`config.mk`:
```
export PLATFORM = sky130hd
export DESIGN_NAME = mem_access_unit
export DESIGN_NICKNAME = d
export VERILOG_FILES = /design/src/rtl/mem_access_unit.sv
export SDC_FILE = /design/constraint.sdc
export NUM_CORES = 1
export LEC_CHECK = 0
export CORE_MARGIN = 2
export CORE_UTILIZATION = 55
export DETAILED_ROUTE_END_ITERATION = 6
export DONT_BUFFER_PORTS = 1
export PLACE_DENSITY = 0.66
export SYNTH_ARGS = -nofsm -noshare
export SYNTH_HDL_FRONTEND = slang
export SYNTH_SLANG_ARGS = --single-unit
```
`constraint.sdc`:
```
create_clock -name clk -period 2.4 [get_ports clk]
set_clock_uncertainty 0.1 [all_clocks]
set_input_delay 0.48 -clock clk [delete_from_list [all_inputs] [get_ports clk]]
set_output_delay 0.48 -clock clk [all_outputs]
set_load 0.005 [all_outputs]
```
`src/rtl/mem_access_unit.sv`:
```
// Load/store unit between a core request port and a single-port synchronous RAM.
// Handles byte/half/word lanes, alignment and range faults, and load extension.
module mem_access_unit #(
    parameter int RAM_AW = 10
) (
    input  logic              clk,
    input  logic              rst,
    input  logic              req_valid,
    output logic              req_ready,
    input  logic              req_write,
    input  logic [1:0]        req_size,
    input  logic              req_unsigned,
    input  logic [31:0]       req_addr,
    input  logic [31:0]       req_wdata,
    output logic              resp_valid,
    output logic              resp_error,
    output logic [31:0]       resp_rdata,
    output logic              ram_en,
    output logic              ram_we,
    output logic [3:0]        ram_be,
    output logic [RAM_AW-1:0] ram_addr,
    output logic [31:0]       ram_wdata,
    input  logic [31:0]       ram_rdata
);

    localparam logic [1:0] SZ_BYTE = 2'b00;
    localparam logic [1:0] SZ_HALF = 2'b01;
    localparam logic [1:0] SZ_WORD = 2'b10;
    localparam logic [1:0] SZ_ILL  = 2'b11;

    typedef enum logic [2:0] {
        IDLE  = 3'd0,
        ISSUE = 3'd1,
        WAIT  = 3'd2,
        RESP  = 3'd3,
        FAULT = 3'd4
    } state_t;

    state_t r_state;
    state_t w_state_next;

    // Only the in-range address bits are kept; anything above them faults at accept.
    logic                r_write;
    logic [1:0]          r_size;
    logic                r_unsigned;
    logic [RAM_AW+1:0]   r_addr;
    logic [31:0]         r_wdata;
    logic [31:0]         r_rdata;

    logic                w_accept;
    logic                w_misalign;
    logic                w_out_of_range;
    logic                w_fault;
    logic [3:0]          w_be;
    logic [31:0]         w_wdata;
    logic [7:0]          w_lane_byte;
    logic [15:0]         w_lane_half;
    logic [31:0]         w_load_ext;

    assign w_accept = (r_state == IDLE) && req_valid;

    assign w_misalign = (req_size == SZ_ILL)
                      || ((req_size == SZ_HALF) && req_addr[0])
                      || ((req_size == SZ_WORD) && (req_addr[1:0] != 2'b00));
    assign w_out_of_range = |req_addr[31:RAM_AW+2];
    assign w_fault        = w_misalign || w_out_of_range;

    always_ff @(posedge clk or negedge rst) begin
        if (!rst) begin
            r_state <= IDLE;
        end else begin
            r_state <= w_state_next;
        end
    end

    always_comb begin
        w_state_next = r_state;
        case (r_state)
            IDLE: begin
                if (req_valid) begin
                    w_state_next = w_fault ? FAULT : ISSUE;
                end
            end
            ISSUE:   w_state_next = WAIT;
            WAIT:    w_state_next = RESP;
            RESP:    w_state_next = IDLE;
            FAULT:   w_state_next = IDLE;
            default: w_state_next = IDLE;
        endcase
    end

    always_ff @(posedge clk or negedge rst) begin
        if (!rst) begin
            r_write    <= 1'b0;
            r_size     <= 2'b00;
            r_unsigned <= 1'b0;
            r_addr     <= '0;
            r_wdata    <= 32'h0;
            r_rdata    <= 32'h0;
        end else if (w_accept) begin
            r_write    <= req_write;
            r_size     <= req_size;
            r_unsigned <= req_unsigned;
            r_addr     <= req_addr[RAM_AW+1:0];
            r_wdata    <= req_wdata;
            r_rdata    <= 32'h0;
        end else if (r_state == WAIT) begin
            r_rdata    <= r_write ? 32'h0 : w_load_ext;
        end
    end

    // Per-lane enables and write data; the narrow store value is replicated
    // so the RAM only needs the byte enables to pick the destination.
    genvar gi;
    generate
        for (gi = 0; gi < 4; gi++) begin : g_lane
            localparam logic [1:0] LANE = 2'(gi);
            assign w_be[gi] = (r_size == SZ_WORD)
                           || ((r_size == SZ_HALF) && (r_addr[1] == LANE[1]))
                           || ((r_size == SZ_BYTE) && (r_addr[1:0] == LANE));
            assign w_wdata[8*gi +: 8] = (r_size == SZ_BYTE) ? r_wdata[7:0]
                                      : (r_size == SZ_HALF) ? r_wdata[8*(gi%2) +: 8]
                                      : r_wdata[8*gi +: 8];
        end
    endgenerate

    always_comb begin
        w_lane_byte = ram_rdata[7:0];
        case (r_addr[1:0])
            2'b00:   w_lane_byte = ram_rdata[7:0];
            2'b01:   w_lane_byte = ram_rdata[15:8];
            2'b10:   w_lane_byte = ram_rdata[23:16];
            default: w_lane_byte = ram_rdata[31:24];
        endcase
    end

    assign w_lane_half = r_addr[1] ? ram_rdata[31:16] : ram_rdata[15:0];

    always_comb begin
        w_load_ext = ram_rdata;
        case (r_size)
            SZ_BYTE: w_load_ext = {{24{~r_unsigned & w_lane_byte[7]}}, w_lane_byte};
            SZ_HALF: w_load_ext = {{16{~r_unsigned & w_lane_half[15]}}, w_lane_half};
            default: w_load_ext = ram_rdata;
        endcase
    end

    // Ready is also masked by reset so every output reads 0 while rst is low.
    assign req_ready  = (r_state == IDLE) && rst;
    assign ram_en     = (r_state == ISSUE);
    assign ram_we     = (r_state == ISSUE) && r_write;
    assign ram_be     = (r_state == ISSUE) ? w_be : 4'b0000;
    assign ram_addr   = r_addr[RAM_AW+1:2];
    assign ram_wdata  = w_wdata;
    assign resp_valid = (r_state == RESP) || (r_state == FAULT);
    assign resp_error = (r_state == FAULT);
    assign resp_rdata = r_rdata;

endmodule

```
### After elaboration in Yosys (flattened, before gate mapping)

Cells that the tools add are included.

* $add $sub $neg: 0
* $mul: 0
* divide/modulo/power cells: 0
* $lt $le $gt $ge: 0
* eq/ne operators: 13
* shift operators: 0
* muxes and demuxes: 15
* bitwise gates (word level): 4
* reductions and logical operators: 27

Operator list (count)
* $mux 32: 3
* $pmux 32 s2: 1
* $mux 8: 5
* $pmux 8 s3: 1
* $reduce_or 20->1: 1
* $mux 16: 1
* $logic_and 1x1->1: 11
* $eq 2x2->1 const B: 5
* $logic_or 1x1->1: 10
* $pmux 3 s3: 1
* $eq 2x1->1 const B: 3
* $eq 3x2->1 const B: 2
* $mux 3: 2
* $logic_not 2->1: 2
* $mux 4: 1
* $reduce_bool 2->1: 2
* $eq 3x1->1 const B: 1
* $eq 3x3->1 const B: 1
* $logic_not 3->1: 1
* $and 1x1->1: 2
* $ne 2x2->1 const B: 1
* $not 1->1: 2

* flip-flop bits (word level): 83
* latch bits: 0
* bits in writable memories: 0
* ROM bits: 0
* input port bits: 103
* memories: 0

### Logic depth before layout (Yosys ltp)

Gate-level depths: netlist of run 1.

* depth in word-level cells: 8
* depth in mapped cells: 7
* depth with buffers taken out: 4

### Worst setup path before layout of run 1

OpenSTA, ideal clock, no wires.

* kind: register to output
* start point: reg r_size[1]
* end point: out ram_wdata[10]
* data arrival time: 1493 ps
* data required time: 1820 ps
* setup slack: 327 ps
* stages on the path, launching flop included: 5
* path through: dfrtp_1 clkbuf_1 clkbuf_1 nor2_1 mux2_2

* word-level cells in the longest chain between the ends: 2

Ends and longest elaborated chain
* start, declared: RTL line 44 `logic [1:0] r_size;`
* start signal, assigned: RTL line 102 `r_size <= req_size;`
* $logic_not 2->1: RTL line 121 `assign w_wdata[8*gi +: 8] = (r_size == SZ_BYTE) ? r_wdata[7:0]`
* $mux 8: RTL line 121
* end, declared: RTL line 22 `output logic [31:0] ram_wdata,`

No other way between the ends.

### Worst setup path after layout of run 1

* start point: reg r_size[0]
* end point: out ram_wdata[10]

Same word-level chain as after synthesis.

==> metrics.csv, run 1 <==
stage,metric,value,unit
status,outcome,"finished, violations left",
status,violations,negative hold slack,
die,die_area,8420,um^2
setup_path,start_kind,register,
die,io_pins,186,
placement,post_dp_cell_area,4220,um^2
placement,dp_hpwl,6720,um
power,p_clk_frac,0.310,
timing,drv_slew,0,
route,totalWireLength,9460,um
timing,setup_viol,0,
grt,antenna_found_initial,0,
synthesis,syn_area,4240,um^2
synthesis,netlist_top_cells_area,"dfrtp_1 49%, mux2_2 18%, mux2i_1 4.0%",
finish,synthToLayoutAreaGrowth,4.25,%
route,post_drt_wl_per_cell,21.5,um
timing,fin_setup_tns,0,ns
die,rows,32,
power,p_leak,0.00184,uW
clock_tree,clk_latency,0.35,ns
timing,rsz0062_at_grt,no,
power,ir_worst_vdd,0.340,mV
synthesis,async_flop_share,1.00,
synthesis,syn_area_per_cell,12.0,um^2
power,p_int,2290,uW
finish,fillers,652,
setup_path,critPathKind,reg -> out,
clock_tree,clockBufferDepth,2,
timing,fin_crit_sh,0.939,
clock_tree,cts-root-buf,clkbuf_8,
setup_path,arrival,1.67,ns
timing,max-slew-margin-rel,0.452,
synthesis,synth_commonest_cells,"83 x dfrtp_1, 66 x mux2_2, 19 x o21ai_0",
setup_path,critPathLaunch,r_size[0],
setup_path,crit_path_end,ram_wdata[10],
grt,grt_overflow,0,
grt,grt_max_degree,85,
synthesis,yosysTopAreaCellShare,0.490,
route,drt-initial-drc-count,158,
run,drv_cap,0,
grt,grt_pass1_vias,2845,
placement,portBuffers,0,
route,ant_nets,0,
finish,nNetsFinal,434,
route,drt_first_pass_iters,4,
synthesis,syn_inst,353,
die,start_util,0.557,
timing,hold_viol_final,83,
power,power_frac_seq,0.517,
power,power,3160,uW
die,die_x,91.8,um
setup_path,r2r_cells,5,
setup_path,r2r_slack,0.27,ns
worst_hold_path,hp-class,in -> async,
route,avgViaCountPerCell,6.27,
power,combPwrFrac,0.173,
setup_path,cp-end-kind,output pin,
placement,place_congestion,0.828,
clock_tree,clock_sinks,83,
setup_path,r2r-end,resp_rdata[20],
setup_path,crit_required,1.82,ns
timing,fmax,444,MHz
die,die_y,91.8,um
setup_path,path_max_fanout,10,
route,drc,0,
finish,stdcell_area,4420,um^2
grt,grt_pass1_wl,14800,um
synthesis,seq_area_frac_synth,0.490,
timing,fin_crit,2.25,ns
synthesis,ys.flop_type,dfrtp_1,
grt,grt_usage,0.222,
power,power_switching,867,uW
route,vias,2751,
clock_tree,path_clk_slew,0.09,ns
synthesis,syn_nets,456,
synthesis,synth_edf_count,0,
synthesis,yosys.area.top_type,dfrtp_1,
synthesis,ys_warn_count,0,
power,powerDensity,715,nW/um^2
synthesis,yosys.cell_types.count,39,
timing,worst_pin_slew,0.811,ns
clock_tree,htreeDepth,3,
timing,fin_hold_ws,-0.290,ns
die,core_area,7610,um^2
synthesis,synth.most_common_cell,dfrtp_1,
setup_path,r2r_start,r_state[1],
power,swShare,0.275,
clock_tree,cts_tree,yes,
finish,drive_above_1_share,0.292,
clock_tree,cts_made_buffers,9,
synthesis,ys_ff_latch,83,
==> final cells by class <==
class | count | area, um^2 | area share
diodes | 1 | 2.50 | 0.000567
inverters | 1 | 3.75 | 0.000850
repair buffers | 11 | 108 | 0.0244
flip-flops and latches | 83 | 2080 | 0.471
clock buffers | 12 | 135 | 0.0306
clock inverters | 4 | 51.3 | 0.0116
multi-input cells | 225 | 1910 | 0.433
well taps | 102 | 128 | 0.0289
==> metal layers <==
| metal | global-route usage | wire (um) | part of all wire | vias up |
|---|---|---|---|---|
| met5 | 0 | 0 | 0 | - |
| met4 | 0.0846 | 143 | 0.015 | 0 |
| met3 | 0.0781 | 962 | 0.10 | 13 |
| met2 | 0.354 | 4540 | 0.48 | 120 |
| met1 | 0.280 | 3810 | 0.40 | 1361 |
| li1 | - | - | - | 1257 |
==> power groups by stage <==
| stage | clock (uW) | combinational [uW] | sequential, uW |
|---|---|---|---|
| final | 979 | 546 | 1630 |
| after global routing | 1060 | 598 | 1650 |
| after CTS | 1000 | 553 | 1630 |
| after detailed placement | 0 | 551 | 1660 |
| after global placement | 0 | 541 | 1650 |
| after floorplan | 0 | 529 | 1610 |
==> metrics by stage <==
step                      utilization  instances  setup slack (ns)
after global routing            0.580        438            0.0341
after CTS                       0.579        438            0.0680
final                           0.581        439             0.147
after detailed placement        0.554        422             0.239
after global placement          0.554        422             0.270
after floorplan                     -        353             0.327
==> cells by family (layout without fill, tap and decap cells) <==
kind of cell	after synthesis	in the layout	synth area share
other	0	1	0
xor gates and xnor gates	1	1	0.00207
muxes	84	84	0.221
and+or+nand+nor	59	59	0.0794
buffers and inverters	45	28	0.0626
AOI/OAI and AO/OA	81	81	0.145
DFF	83	83	0.490
==> cell usage in the layout (no fill, tap or decap), types with 2 or more instances in the layout <==
master    Yosys  routed
nor2_1        6       6
and2_1        9       8
nor3b_1       3       2
clkbuf_1     12       3
buf_12        0       2
a22oi_1      11      11
a22o_1        4       4
o21ai_0      19      18
a221o_1      16      16
nand2_1      15      15
mux2i_1      17      17
mux2_2       66      66
nor4_1        5       5
nand2b_1      3       3
dfrtp_1      83      82
clkbuf_8      0       9
a221oi_1      4       4
nor3_1        3       3
o211ai_1     10      10
a32oi_1       3       3
nor2b_1      10      10
buf_4        18       9
a21oi_1       7       7
==> worst min-delay path by stage <==
| stage | from | to | slack [ns] |
|---|---|---|---|
| final | rst | resp_rdata[29] | -0.29 |
| after detailed placement | rst | resp_rdata[22] | 0.09 |
| after global placement | rst | resp_rdata[22] | 0.09 |
| after CTS | rst | resp_rdata[22] | -0.30 |
| after global routing | rst | resp_rdata[22] | -0.31 |
| after floorplan | rst | r_addr[0] | 0.08 |
==> worst max-delay path, cell delays in order (launching register included) <==
cell and delay (ns):
dfrtp_1 0.43, buf_4 0.22, nor2_1 0.11, buf_4 0.19, mux2_2 0.37
==> flip-flops by register name (all words and copies together) (netlist names) <==
name / cells
r_addr: 12
r_size: 2
r_state: 3
r_unsigned: 1
r_wdata: 32
r_write: 1
resp_rdata: 32
==> timing repair <==
item                                    CTS  global route
buffers inserted                          0             0
endpoints found under the setup margin    4             2
hold endpoints to repair                 83            83
resized for setup                         1             3
Note: power is estimated with default switching activity, not from simulation.
==> inputs of run 2 (changes only) <==
--- a/config.mk
+++ b/config.mk
@@ -7,6 +7,7 @@
 export LEC_CHECK = 0
 export CORE_MARGIN = 2
 export CORE_UTILIZATION = 55
+export CTS_CLUSTER_DIAMETER = 50
 export DETAILED_ROUTE_END_ITERATION = 6
 export DONT_BUFFER_PORTS = 1
 export PLACE_DENSITY = 0.66
==> results of run 2 <==
The final DEF is identical to that of run 1; final timing and power are the same.
